--- src/rtl/hazard_ctrl_pkg.sv ---
// Shared definitions for the D-stage hazard controller.
// Contents: register/Tnew widths, the Tnew producer codes, the forwarding
// select codes, the in-flight writer record, and the saturating Tnew decrement.
package hazard_ctrl_pkg;

   localparam int unsigned REG_W = 5;
   localparam int unsigned T_W   = 3;
   localparam int unsigned SEL_W = 2;
   localparam int unsigned TU_W  = 2;

   // Tnew codes: how many stages until the produced value exists.
   localparam logic [T_W-1:0] PC_T  = T_W'(0);
   localparam logic [T_W-1:0] ALU_T = T_W'(1);
   localparam logic [T_W-1:0] DM_T  = T_W'(2);

   // Forwarding select codes.
   localparam logic [SEL_W-1:0] FWD_RF = SEL_W'(0);
   localparam logic [SEL_W-1:0] FWD_E  = SEL_W'(1);
   localparam logic [SEL_W-1:0] FWD_M  = SEL_W'(2);
   localparam logic [SEL_W-1:0] FWD_W  = SEL_W'(3);

   // In-flight writer record; a3 == 0 marks a bubble.
   typedef struct packed {
      logic [REG_W-1:0] rs;
      logic [REG_W-1:0] rt;
      logic [REG_W-1:0] a3;
      logic [T_W-1:0]   tnew;
   } hz_rec_t;

   localparam hz_rec_t REC_BUBBLE = '0;

   // Tnew counts down one per stage and rests at zero.
   function automatic logic [T_W-1:0] tnew_dec(input logic [T_W-1:0] t);
      return (t == '0) ? '0 : t - T_W'(1);
   endfunction

endpackage

--- src/rtl/hazard_stage_reg.sv ---
// One pipeline record flop for the hazard controller.
// Ports:
//   clk, reset_n - clock, asynchronous active-low reset (clears the record)
//   bubble_i     - load an empty record instead of rec_i
//   dec_i        - decrement Tnew of the incoming record (saturating at 0)
//   rec_i        - record arriving from the previous stage
//   rec_o        - registered record
module hazard_stage_reg
   import hazard_ctrl_pkg::*;
(
   input  logic    clk,
   input  logic    reset_n,
   input  logic    bubble_i,
   input  logic    dec_i,
   input  hz_rec_t rec_i,
   output hz_rec_t rec_o
);

   hz_rec_t rec_d;
   hz_rec_t rec_q;

   // Next record: pass through, optionally age Tnew, or squash to a bubble.
   always_comb begin
      rec_d = rec_i;
      if (dec_i) begin
         rec_d.tnew = tnew_dec(rec_i.tnew);
      end
      if (bubble_i) begin
         rec_d = REC_BUBBLE;
      end
   end

   always_ff @(posedge clk or negedge reset_n) begin
      if (!reset_n) begin
         rec_q <= REC_BUBBLE;
      end else begin
         rec_q <= rec_d;
      end
   end

   assign rec_o = rec_q;

endmodule

--- src/rtl/hazard_ctrl.sv ---
// Stall and forwarding control for the five-stage MIPS pipeline.
// Tracks E/M/W writer records built from the decoder's A3/Tnew and checks
// them against the D-stage instruction's Tuse flags.
// Ports:
//   clk, reset_n         - clock, asynchronous active-low reset
//   d_rs, d_rt           - D-stage source register fields
//   d_tuse_rs0/rs1       - rs needed in D (0) or E (1)
//   d_tuse_rt0/rt1/rt2   - rt needed in D (0), E (1) or M (2)
//   d_regwrite, d_a3     - D instruction writes GPR d_a3
//   d_tnew               - stages until the D instruction's result exists
//   stall                - freeze PC and IF/ID, bubble into ID/EX
//   fwd_d_rs, fwd_d_rt   - D operand select: 0=RF 1=E 2=M 3=W
//   fwd_e_rs, fwd_e_rt   - E operand select: 0=pipe reg 2=M 3=W
//   fwd_m_rt             - M store data select: 0=pipe reg 1=W
// All outputs are combinational from the records and the D inputs.
module hazard_ctrl
   import hazard_ctrl_pkg::*;
(
   input  logic             clk,
   input  logic             reset_n,
   input  logic [REG_W-1:0] d_rs,
   input  logic [REG_W-1:0] d_rt,
   input  logic             d_tuse_rs0,
   input  logic             d_tuse_rs1,
   input  logic             d_tuse_rt0,
   input  logic             d_tuse_rt1,
   input  logic             d_tuse_rt2,
   input  logic             d_regwrite,
   input  logic [REG_W-1:0] d_a3,
   input  logic [T_W-1:0]   d_tnew,
   output logic             stall,
   output logic [SEL_W-1:0] fwd_d_rs,
   output logic [SEL_W-1:0] fwd_d_rt,
   output logic [SEL_W-1:0] fwd_e_rs,
   output logic [SEL_W-1:0] fwd_e_rt,
   output logic             fwd_m_rt
);

   hz_rec_t d_rec;
   hz_rec_t e_rec;
   hz_rec_t m_rec;
   hz_rec_t w_rec;

   logic            tuse_rs_vld;
   logic            tuse_rt_vld;
   logic [TU_W-1:0] tuse_rs;
   logic [TU_W-1:0] tuse_rt;
   logic [SEL_W-1:0] fwd_m_sel;

   // A source waits while a matching E/M producer needs more stages than it has.
   function automatic logic stall_hit(input logic [REG_W-1:0] r,
                                      input logic             vld,
                                      input logic [TU_W-1:0]  tuse,
                                      input hz_rec_t          x);
      return vld && (r != '0) && (x.a3 == r) && (x.tnew > T_W'(tuse));
   endfunction

   // Nearest matching stage wins; it forwards only once its value exists.
   function automatic logic [SEL_W-1:0] pick_fwd(input logic [REG_W-1:0] r,
                                                 input hz_rec_t s1, input logic [SEL_W-1:0] c1,
                                                 input hz_rec_t s2, input logic [SEL_W-1:0] c2,
                                                 input hz_rec_t s3, input logic [SEL_W-1:0] c3);
      logic [SEL_W-1:0] sel;
      sel = FWD_RF;
      if (r != '0) begin
         if (s1.a3 == r) begin
            sel = (s1.tnew == '0) ? c1 : FWD_RF;
         end else if (s2.a3 == r) begin
            sel = (s2.tnew == '0) ? c2 : FWD_RF;
         end else if (s3.a3 == r) begin
            sel = (s3.tnew == '0) ? c3 : FWD_RF;
         end
      end
      return sel;
   endfunction

   // Record for the D instruction; non-writers enter as bubbles.
   always_comb begin
      d_rec      = REC_BUBBLE;
      d_rec.rs   = d_rs;
      d_rec.rt   = d_rt;
      d_rec.a3   = d_regwrite ? d_a3 : '0;
      d_rec.tnew = d_tnew;
   end

   // Smallest Tuse wins when several flags are raised.
   always_comb begin
      tuse_rs_vld = d_tuse_rs0 | d_tuse_rs1;
      tuse_rs     = d_tuse_rs0 ? TU_W'(0) : TU_W'(1);
      tuse_rt_vld = d_tuse_rt0 | d_tuse_rt1 | d_tuse_rt2;
      tuse_rt     = d_tuse_rt0 ? TU_W'(0) : (d_tuse_rt1 ? TU_W'(1) : TU_W'(2));
   end

   // W is excluded: its Tnew is always zero by the time it gets there.
   always_comb begin
      stall = stall_hit(d_rs, tuse_rs_vld, tuse_rs, e_rec)
            | stall_hit(d_rs, tuse_rs_vld, tuse_rs, m_rec)
            | stall_hit(d_rt, tuse_rt_vld, tuse_rt, e_rec)
            | stall_hit(d_rt, tuse_rt_vld, tuse_rt, m_rec);
   end

   always_comb begin
      fwd_d_rs  = pick_fwd(d_rs, e_rec, FWD_E, m_rec, FWD_M, w_rec, FWD_W);
      fwd_d_rt  = pick_fwd(d_rt, e_rec, FWD_E, m_rec, FWD_M, w_rec, FWD_W);
      fwd_e_rs  = pick_fwd(e_rec.rs, m_rec, FWD_M, w_rec, FWD_W, REC_BUBBLE, FWD_RF);
      fwd_e_rt  = pick_fwd(e_rec.rt, m_rec, FWD_M, w_rec, FWD_W, REC_BUBBLE, FWD_RF);
      fwd_m_sel = pick_fwd(m_rec.rt, w_rec, FWD_W, REC_BUBBLE, FWD_RF, REC_BUBBLE, FWD_RF);
      fwd_m_rt  = (fwd_m_sel == FWD_W);
   end

   // W operand fields have no consumer past this point.
   logic unused_w_ops;
   assign unused_w_ops = ^{w_rec.rs, w_rec.rt};

   // E takes the D record (bubble on stall); M and W age Tnew as they advance.
   hazard_stage_reg u_stage_e (
      .clk      (clk),
      .reset_n  (reset_n),
      .bubble_i (stall),
      .dec_i    (1'b0),
      .rec_i    (d_rec),
      .rec_o    (e_rec)
   );

   hazard_stage_reg u_stage_m (
      .clk      (clk),
      .reset_n  (reset_n),
      .bubble_i (1'b0),
      .dec_i    (1'b1),
      .rec_i    (e_rec),
      .rec_o    (m_rec)
   );

   hazard_stage_reg u_stage_w (
      .clk      (clk),
      .reset_n  (reset_n),
      .bubble_i (1'b0),
      .dec_i    (1'b1),
      .rec_i    (m_rec),
      .rec_o    (w_rec)
   );

endmodule

--- config.mk ---
export PLATFORM = sky130hd
export DESIGN_NAME = hazard_ctrl
export DESIGN_NICKNAME = d
export VERILOG_FILES = /design/src/rtl/hazard_ctrl_pkg.sv /design/src/rtl/hazard_stage_reg.sv /design/src/rtl/hazard_ctrl.sv
export SDC_FILE = /design/constraint.sdc
export NUM_CORES = 1
export LEC_CHECK = 0
export ABC_AREA = 1
export CAP_MARGIN = 10
export CORE_UTILIZATION = 54
export DETAILED_ROUTE_END_ITERATION = 8
export PLACE_DENSITY_LB_ADDON = 0.08
export SYNTH_ARGS = -nofsm -noshare
export SYNTH_HDL_FRONTEND = slang
export SYNTH_SLANG_ARGS = --single-unit
--- constraint.sdc ---
create_clock -name clk -period 2.3 [get_ports clk]
set_input_delay 0.46 -clock clk [delete_from_list [all_inputs] [get_ports clk]]
set_output_delay 0.46 -clock clk [all_outputs]
set_load 0.03 [all_outputs]
==> summary.md, run 1 <==
| Metric | Value |
|---|---|
| CP Capture Type | `output pin` |
| Clk slew on worst S/H paths | `0.07 ns` |
| Starting DRT DRC Count | `117` |
| Worst slew pin tran | `0.350 ns` |
| Largest net degree at the start of global routing | `19` |
| Met2 wire length | `2840 um` |
| Filler Cells Inserted | `369` |
| Max_slew headroom | `0.766` |
| WP data arrival | `1.74 ns` |
| Root buf cell | `clkbuf_8` |
| Pre-CTS WS | `-0.318 ns` |
| Distinct cell type count after synthesis | `29` |
| Primary FF master, synth | `dfrtp_1` |
| Final hold violations | `0` |
| Gpl congestion | `0.915` |
| Final net count | `410` |
| Clock Path Buffers | `2` |
| F_max | `454 MHz` |
| Routed WL | `5730 um` |
| Pins Over Slew Limit | `0` |
| Fin crit share | `0.958` |
| Synth Register Bits | `39` |
| Core area | `4350 sq um` |
| Crit Path Category | `flop to output pin` |
| Register area share after synthesis | `0.402` |
| Final setup vio count | `0` |
| First-pass GRT wire length | `9580 um` |
| Synthesized instance count | `323` |
| Fraction of registers with async set/reset | `1.00` |
| Peak VDD IR | `358 uV` |
| PwrDens | `559 nW/um^2` |
| Crit path largest cell delay | `0.45 ns` |
| Area grow syn2layout | `27.1%` |
| WL met3 | `286 um` |
| DRT Pass-1 Iters | `6` |
| Highest routed layer | `met4` |
| Total gr overflow | `0` |
| Startpoint Class | `flop` |
| Number of synthesized flops with an enable pin | `0` |
| RSZ-0062 raised after global routing | `false` |
| Worst R2R Setup Slack | `0.51 ns` |
| DRC Markers | `0` |
| Tightest Hold Check Type | `flop to flop` |
| Antenna violations before repair | `0` |
| DR vias | `2,208` |
| CTS Buf Count | `5` |
| Leakage power | `0.00158 uW` |
| Dpl hpwl | `4410 um` |
| Ant. Diodes | `0` |
| H-tree depth | `2` |
| Max_cap viols | `0` |
| Die W | `69.1 um` |
| Netlist Area Pre-Place | `2430 sq um` |
| Critical-path maximum fanout | `4` |
| CP Launch Point | `u_stage_m.rec_o[7]$_DFF_PN0_` |
| Layout cells sized above 1 | `0.244` |
| Synth area leader | `dfrtp_1` |
| Status | `finished clean` |
| Antenna Nets Post-Route | `0` |
| Number of global-route vias before repair | `2,106` |
| Crit-path cells | `buf_4 > nand2_1 > nand2_1 > nand3_1 > nor2_2 > nand2_2 > nand2_2 > nand2_2 > nand2_4 > buf_6` |
| Via density | `5.15` |
| Hold slack | `0.438 ns` |
| Total track usage | `0.259` |
| Synth top area cells | `dfrtp_1 (40%), nand2_1 (12%), inv_1 (6.8%), nor2_1 (6.2%), xnor2_1 (4.7%)` |
| Syn Nets | `357` |
| Die footprint | `4770 sq um` |
| # IOs | `36` |
| Met1 WL | `2450 um` |
| Synth Warn # | `0` |
| PortBufs | `35` |
| Initial Util | `0.558` |
| WP buf/inv | `2` |
| Min cycle time layout | `2.20 ns` |
| Most frequent cell after synthesis | `nand2_1` |
| Worst skew pair latency | `0.29 ns` |
| R2r startpoint | `u_stage_m.rec_o[7]$_DFF_PN0_` |
| Cell Rows | `24` |
| CP delay by family, top | `simple AND/OR/NAND/NOR gates` |
| Syn_area_per_cell | `7.52 sq um` |
| TritonCTS clock tree | `yes` |
| Slowest cell on the critical path | `dfrtp_1` |
| DR WL/cell | `13.4 um` |
| Setup slack after layout | `0.0960 ns` |
| Hold wc startpoint | `u_stage_e.rec_o[6]$_DFF_PN0_` |
| Sink Count | `39` |
| CP Data Required Time | `1.84 ns` |
| Top cell type's share of synthesized area | `0.402` |
| Skew final | `0.00282 ns` |
| Height of the die | `69.1 um` |
| Worst path most repeated cell | `nand2_2` |
| Total power | `1730 uW` |
| Most instantiated cells after synthesis | `nand2_1 (75), inv_1 (44), nor2_1 (40)` |
-- metal layers --
layer  GRT usage  vias up
met5           0        -
met4       0.134        0
met3      0.0541       15
met2       0.413       64
met1       0.331     1018
li1            -     1111
-- report_power, final --
group          internal [uW]  total, uW  switching [uW]
registers                747        819            71.5
clock network            213        441             228
logic                    202        466             263
-- worst paths after layout --
| path | cells after the start | endpoint |
|---|---|---|
| worst min register to register | 0 | u_stage_m.rec_o[6]$_DFF_PN0_ |
| worst max register to register | 11 | u_stage_e.rec_o[5]$_DFF_PN0_ |
| min in group asynchronous | 2 | u_stage_m.rec_o[10]$_DFF_PN0_ |
| worst min-delay path | 0 | u_stage_m.rec_o[6]$_DFF_PN0_ |
| max in group asynchronous | 3 | u_stage_m.rec_o[4]$_DFF_PN0_ |
| worst max-delay path | 10 | stall |
-- layout make-up --
cell class	instances	area (sq um)	share of cell area
inverters	53	199	0.0644
well taps	52	65.1	0.0211
clock inverters	1	5.00	0.00162
clock buffers	7	76.3	0.0247
flip-flops and latches	39	982	0.318
multi-input cells	225	1320	0.427
repair buffers	52	442	0.143
-- worst register-to-register path: stages, from the launching register on --
cell and delay [ns]:
dfrtp_1 0.45, buf_4 0.17, nand2_1 0.06, nand2_1 0.07, nand3_1 0.13, nor2_2 0.18
nand2_2 0.07, nand2_2 0.06, nand2_2 0.06, nand2_4 0.08, buf_4 0.28, nor2_1 0.08
-- cell usage in the layout (no fill, tap or decap), types with 3 or more instances in the layout --
master,Yosys,final
a21oi_1,3,3
buf_4,0,22
clkbuf_8,0,5
clkdlybuf4s50_1,0,11
dfrtp_1,39,34
dfrtp_2,0,5
dlygate4sd2_1,0,12
ha_1,8,4
ha_4,0,3
inv_1,44,42
inv_2,9,11
nand2_1,75,71
nand2_2,6,10
nand3_1,15,11
nand3_2,1,5
nand4_1,8,8
nor2_1,40,39
nor2_2,11,12
nor3_1,6,4
o21ai_0,12,10
o21ai_2,1,3
o22ai_1,9,9
xnor2_1,13,11
xor2_1,9,9
-- flip-flops by register name, summed over array words and instances, names as in the netlist --
name,flops
u_stage_e.rec_o,18
u_stage_m.rec_o,13
u_stage_w.rec_o,8
-- cell families after synthesis --
group                    after synthesis  share of synthesized area
adder cells (fa/ha/maj)                8                     0.0412
buffers and inverters                 59                      0.102
AO/OA/AOI/OAI                         27                     0.0649
XOR/XNOR                              22                     0.0793
flip-flops                            39                      0.402
AND/OR/NAND/NOR                      168                      0.311
-- stage by stage --
stage               utilization  TNS [ns]  instance area (sq um)  std cells
finish                    0.709         0                   3090        429
global route              0.709         0                   3090        429
CTS                       0.690   -0.0446                   3000        429
detailed placement        0.665     -3.78                   2890        420
global placement          0.665     -2.98                   2890        420
floorplan                     -         0                   2430        323
-- repair_timing --
item / in CTS / in global routing
gates resized for setup: 21 / 30
endpoints found under the hold margin: 5 / 0
endpoints found under the setup margin: 8 / 10
pin swaps: 1 / 13
setup buffers: 0 / 0
hold buffers: 1 / 0
Power figures use the tool's default switching activity.
==> inputs of run 2 (changes only) <==
- REMOVE_ABC_BUFFERS: not set -> 1
==> run 2 against run 1 <==
Net effect:
- count of clock-buffer cells in the layout fell by 2
- clock power rose by 32%
- cell count rose by 0.70%
- register-to-register slack improved by 0.02 ns
- global-route usage rose by 0.29 points
- routed wire length rose by 2.0%
- design area fell by 0.16%
- largest cell class unchanged
- die area did not move
- combinational power fell by 3%
- sequential cell count did not move
- first-iteration DRC count rose by 27%
==> summary.md, run 2 (same netlist as run 1, synthesis figures left out) <==
| Metric | Value |
|---|---|
| Total track usage | `0.262` |
| PwrDens | `601 nW/um^2` |
| Critical-path maximum fanout | `3` |
| TritonCTS clock tree | `yes` |
| Antenna violations before repair | `0` |
| Final setup vio count | `0` |
| Area grow syn2layout | `26.9%` |
| Commonest non-fill, non-tap cell in the layout | `nand2_1` |
| Number of global-route vias before repair | `2,133` |
| Commonest non-fill, non-tap cells in the layout | `nand2_1 (75), inv_1 (42), nor2_1 (38)` |
| Post-Layout Cell Count | `432` |
| Total power | `1850 uW` |
| Largest net degree at the start of global routing | `40` |
| Skew final | `0.00529 ns` |
| Sink Count | `39` |
| Final net count | `413` |
| H-tree depth | `2` |
| Fin crit share | `0.973` |
| Core Util, Final | `0.708` |
| Max_slew headroom | `0.433` |
| Height of the die | `69.1 um` |
| CTS Buf Count | `5` |
| DR WL/cell | `13.5 um` |
| Total gr overflow | `0` |
| Clk slew on worst S/H paths | `0.08 ns` |
| F_max | `447 MHz` |
| Max_cap viols | `0` |
| Status | `finished clean` |
| R2r startpoint | `u_stage_m.rec_o[5]$_DFF_PN0_` |
| Clock Path Buffers | `2` |
| Tightest Hold Check Type | `input pin to asynchronous set/reset pin` |
| Worst skew pair latency | `0.30 ns` |
| Hold slack | `0.261 ns` |
| Initial Util | `0.558` |
| R2r worst-path depth | `10` |
| Worst R2R Setup Slack | `0.53 ns` |
| Via density | `5.10` |
| Hold buffer count at CTS | `0` |
| DRT Pass-1 Iters | `4` |
| # IOs | `36` |
| Layout cells sized above 1 | `0.232` |
| DR vias | `2,204` |
| Max reg flops | `18` |
| Startpoint Class | `input pin` |
| Dpl hpwl | `4380 um` |
| Root buf cell | `clkbuf_8` |
| Worst slew pin tran | `0.850 ns` |
| Leakage power | `0.00159 uW` |
| Routed WL | `5840 um` |
| Crit Path Category | `input pin to output pin` |
| PortBufs | `35` |
| Starting DRT DRC Count | `149` |
| CP Data Required Time | `1.84 ns` |
| Dpl cells | `424` |
| Peak VDD IR | `416 uV` |
| Pins Over Slew Limit | `0` |
| Worst Setup EP | `stall` |
| CP Launch Point | `d_tuse_rt1` |
| DRC Markers | `0` |
| Cell Rows | `24` |
| Min cycle time layout | `2.24 ns` |
| Die footprint | `4770 sq um` |
| Capturing point of the worst reg2reg path | `u_stage_e.rec_o[2]$_DFF_PN0_` |
| First-pass GRT wire length | `9720 um` |
| Core area | `4350 sq um` |
| Antenna Nets Post-Route | `0` |
| Filler Cells Inserted | `359` |
| Ant. Diodes | `0` |
| WP data arrival | `1.78 ns` |
| CP Capture Type | `output pin` |
| Post-CTS Setup Inserts | `0` |
| Final hold violations | `0` |
| Die W | `69.1 um` |
| Gpl congestion | `0.919` |
run 2: area by class of cell:
| type | instances | area (sq um) | share of cell area |
|---|---|---|---|
| clock buffers | 5 | 68.8 | 0.0223 |
| inverters | 53 | 199 | 0.0645 |
| repair buffers | 55 | 463 | 0.150 |
| multi-input cells | 225 | 1260 | 0.409 |
| flip-flops and latches | 39 | 982 | 0.318 |
| well taps | 52 | 65.1 | 0.0211 |
| clock inverters | 3 | 43.8 | 0.0142 |
run 2: power breakdown:
part | leakage [uW] | switching, uW | internal [uW]
logic | 0.00106 | 256 | 195
clock network | 0.0000581 | 259 | 323
registers | 0.000476 | 71.7 | 747
total | 0.00159 | 587 | 1260
run 2: worst min path at each step:
stage	end	slack, ns	cells past startpoint
detailed placement	u_stage_m.rec_o[9]$_DFF_PN0_	0.42	0
floorplan	u_stage_e.rec_o[0]$_DFF_PN0_	0.16	0
global route	u_stage_m.rec_o[10]$_DFF_PN0_	0.34	1
finish	u_stage_m.rec_o[10]$_DFF_PN0_	0.26	1
CTS	u_stage_m.rec_o[10]$_DFF_PN0_	0.29	1
global placement	u_stage_m.rec_o[6]$_DFF_PN0_	0.41	0
run 2: timing repair:
action | in CTS | in global routing
pin swaps | 0 | 9
endpoints found under the hold margin | 0 | 0
endpoints found under the setup margin | 8 | 10
resized for setup | 19 | 26
run 2: critical path, stage by stage:
cell,delay [ns]
dlymetal6s2s_1,0.13
or2_4,0.29
ha_4,0.29
nand2_1,0.07
nand3_2,0.09
nand3_2,0.07
nand2_2,0.07
nand2_2,0.05
nand2_2,0.07
nand2_4,0.05
buf_6,0.13
run 2: metal layers:
metal | global-route usage | share of wire
met1 | 0.350 | 0.45
met5 | 0 | 0
met4 | 0.0952 | 0.017
met3 | 0.0468 | 0.063
met2 | 0.425 | 0.47
run 2: stage by stage:
stage | setup TNS (ns) | cell area (sq um) | worst slack (ns)
finish | 0 | 3080 | 0.0617
global route | -0.0117 | 3080 | -0.00907
CTS | -0.225 | 3050 | -0.225
detailed placement | -3.73 | 2920 | -0.313
global placement | -2.74 | 2920 | -0.273
floorplan | 0 | 2380 | 0.156
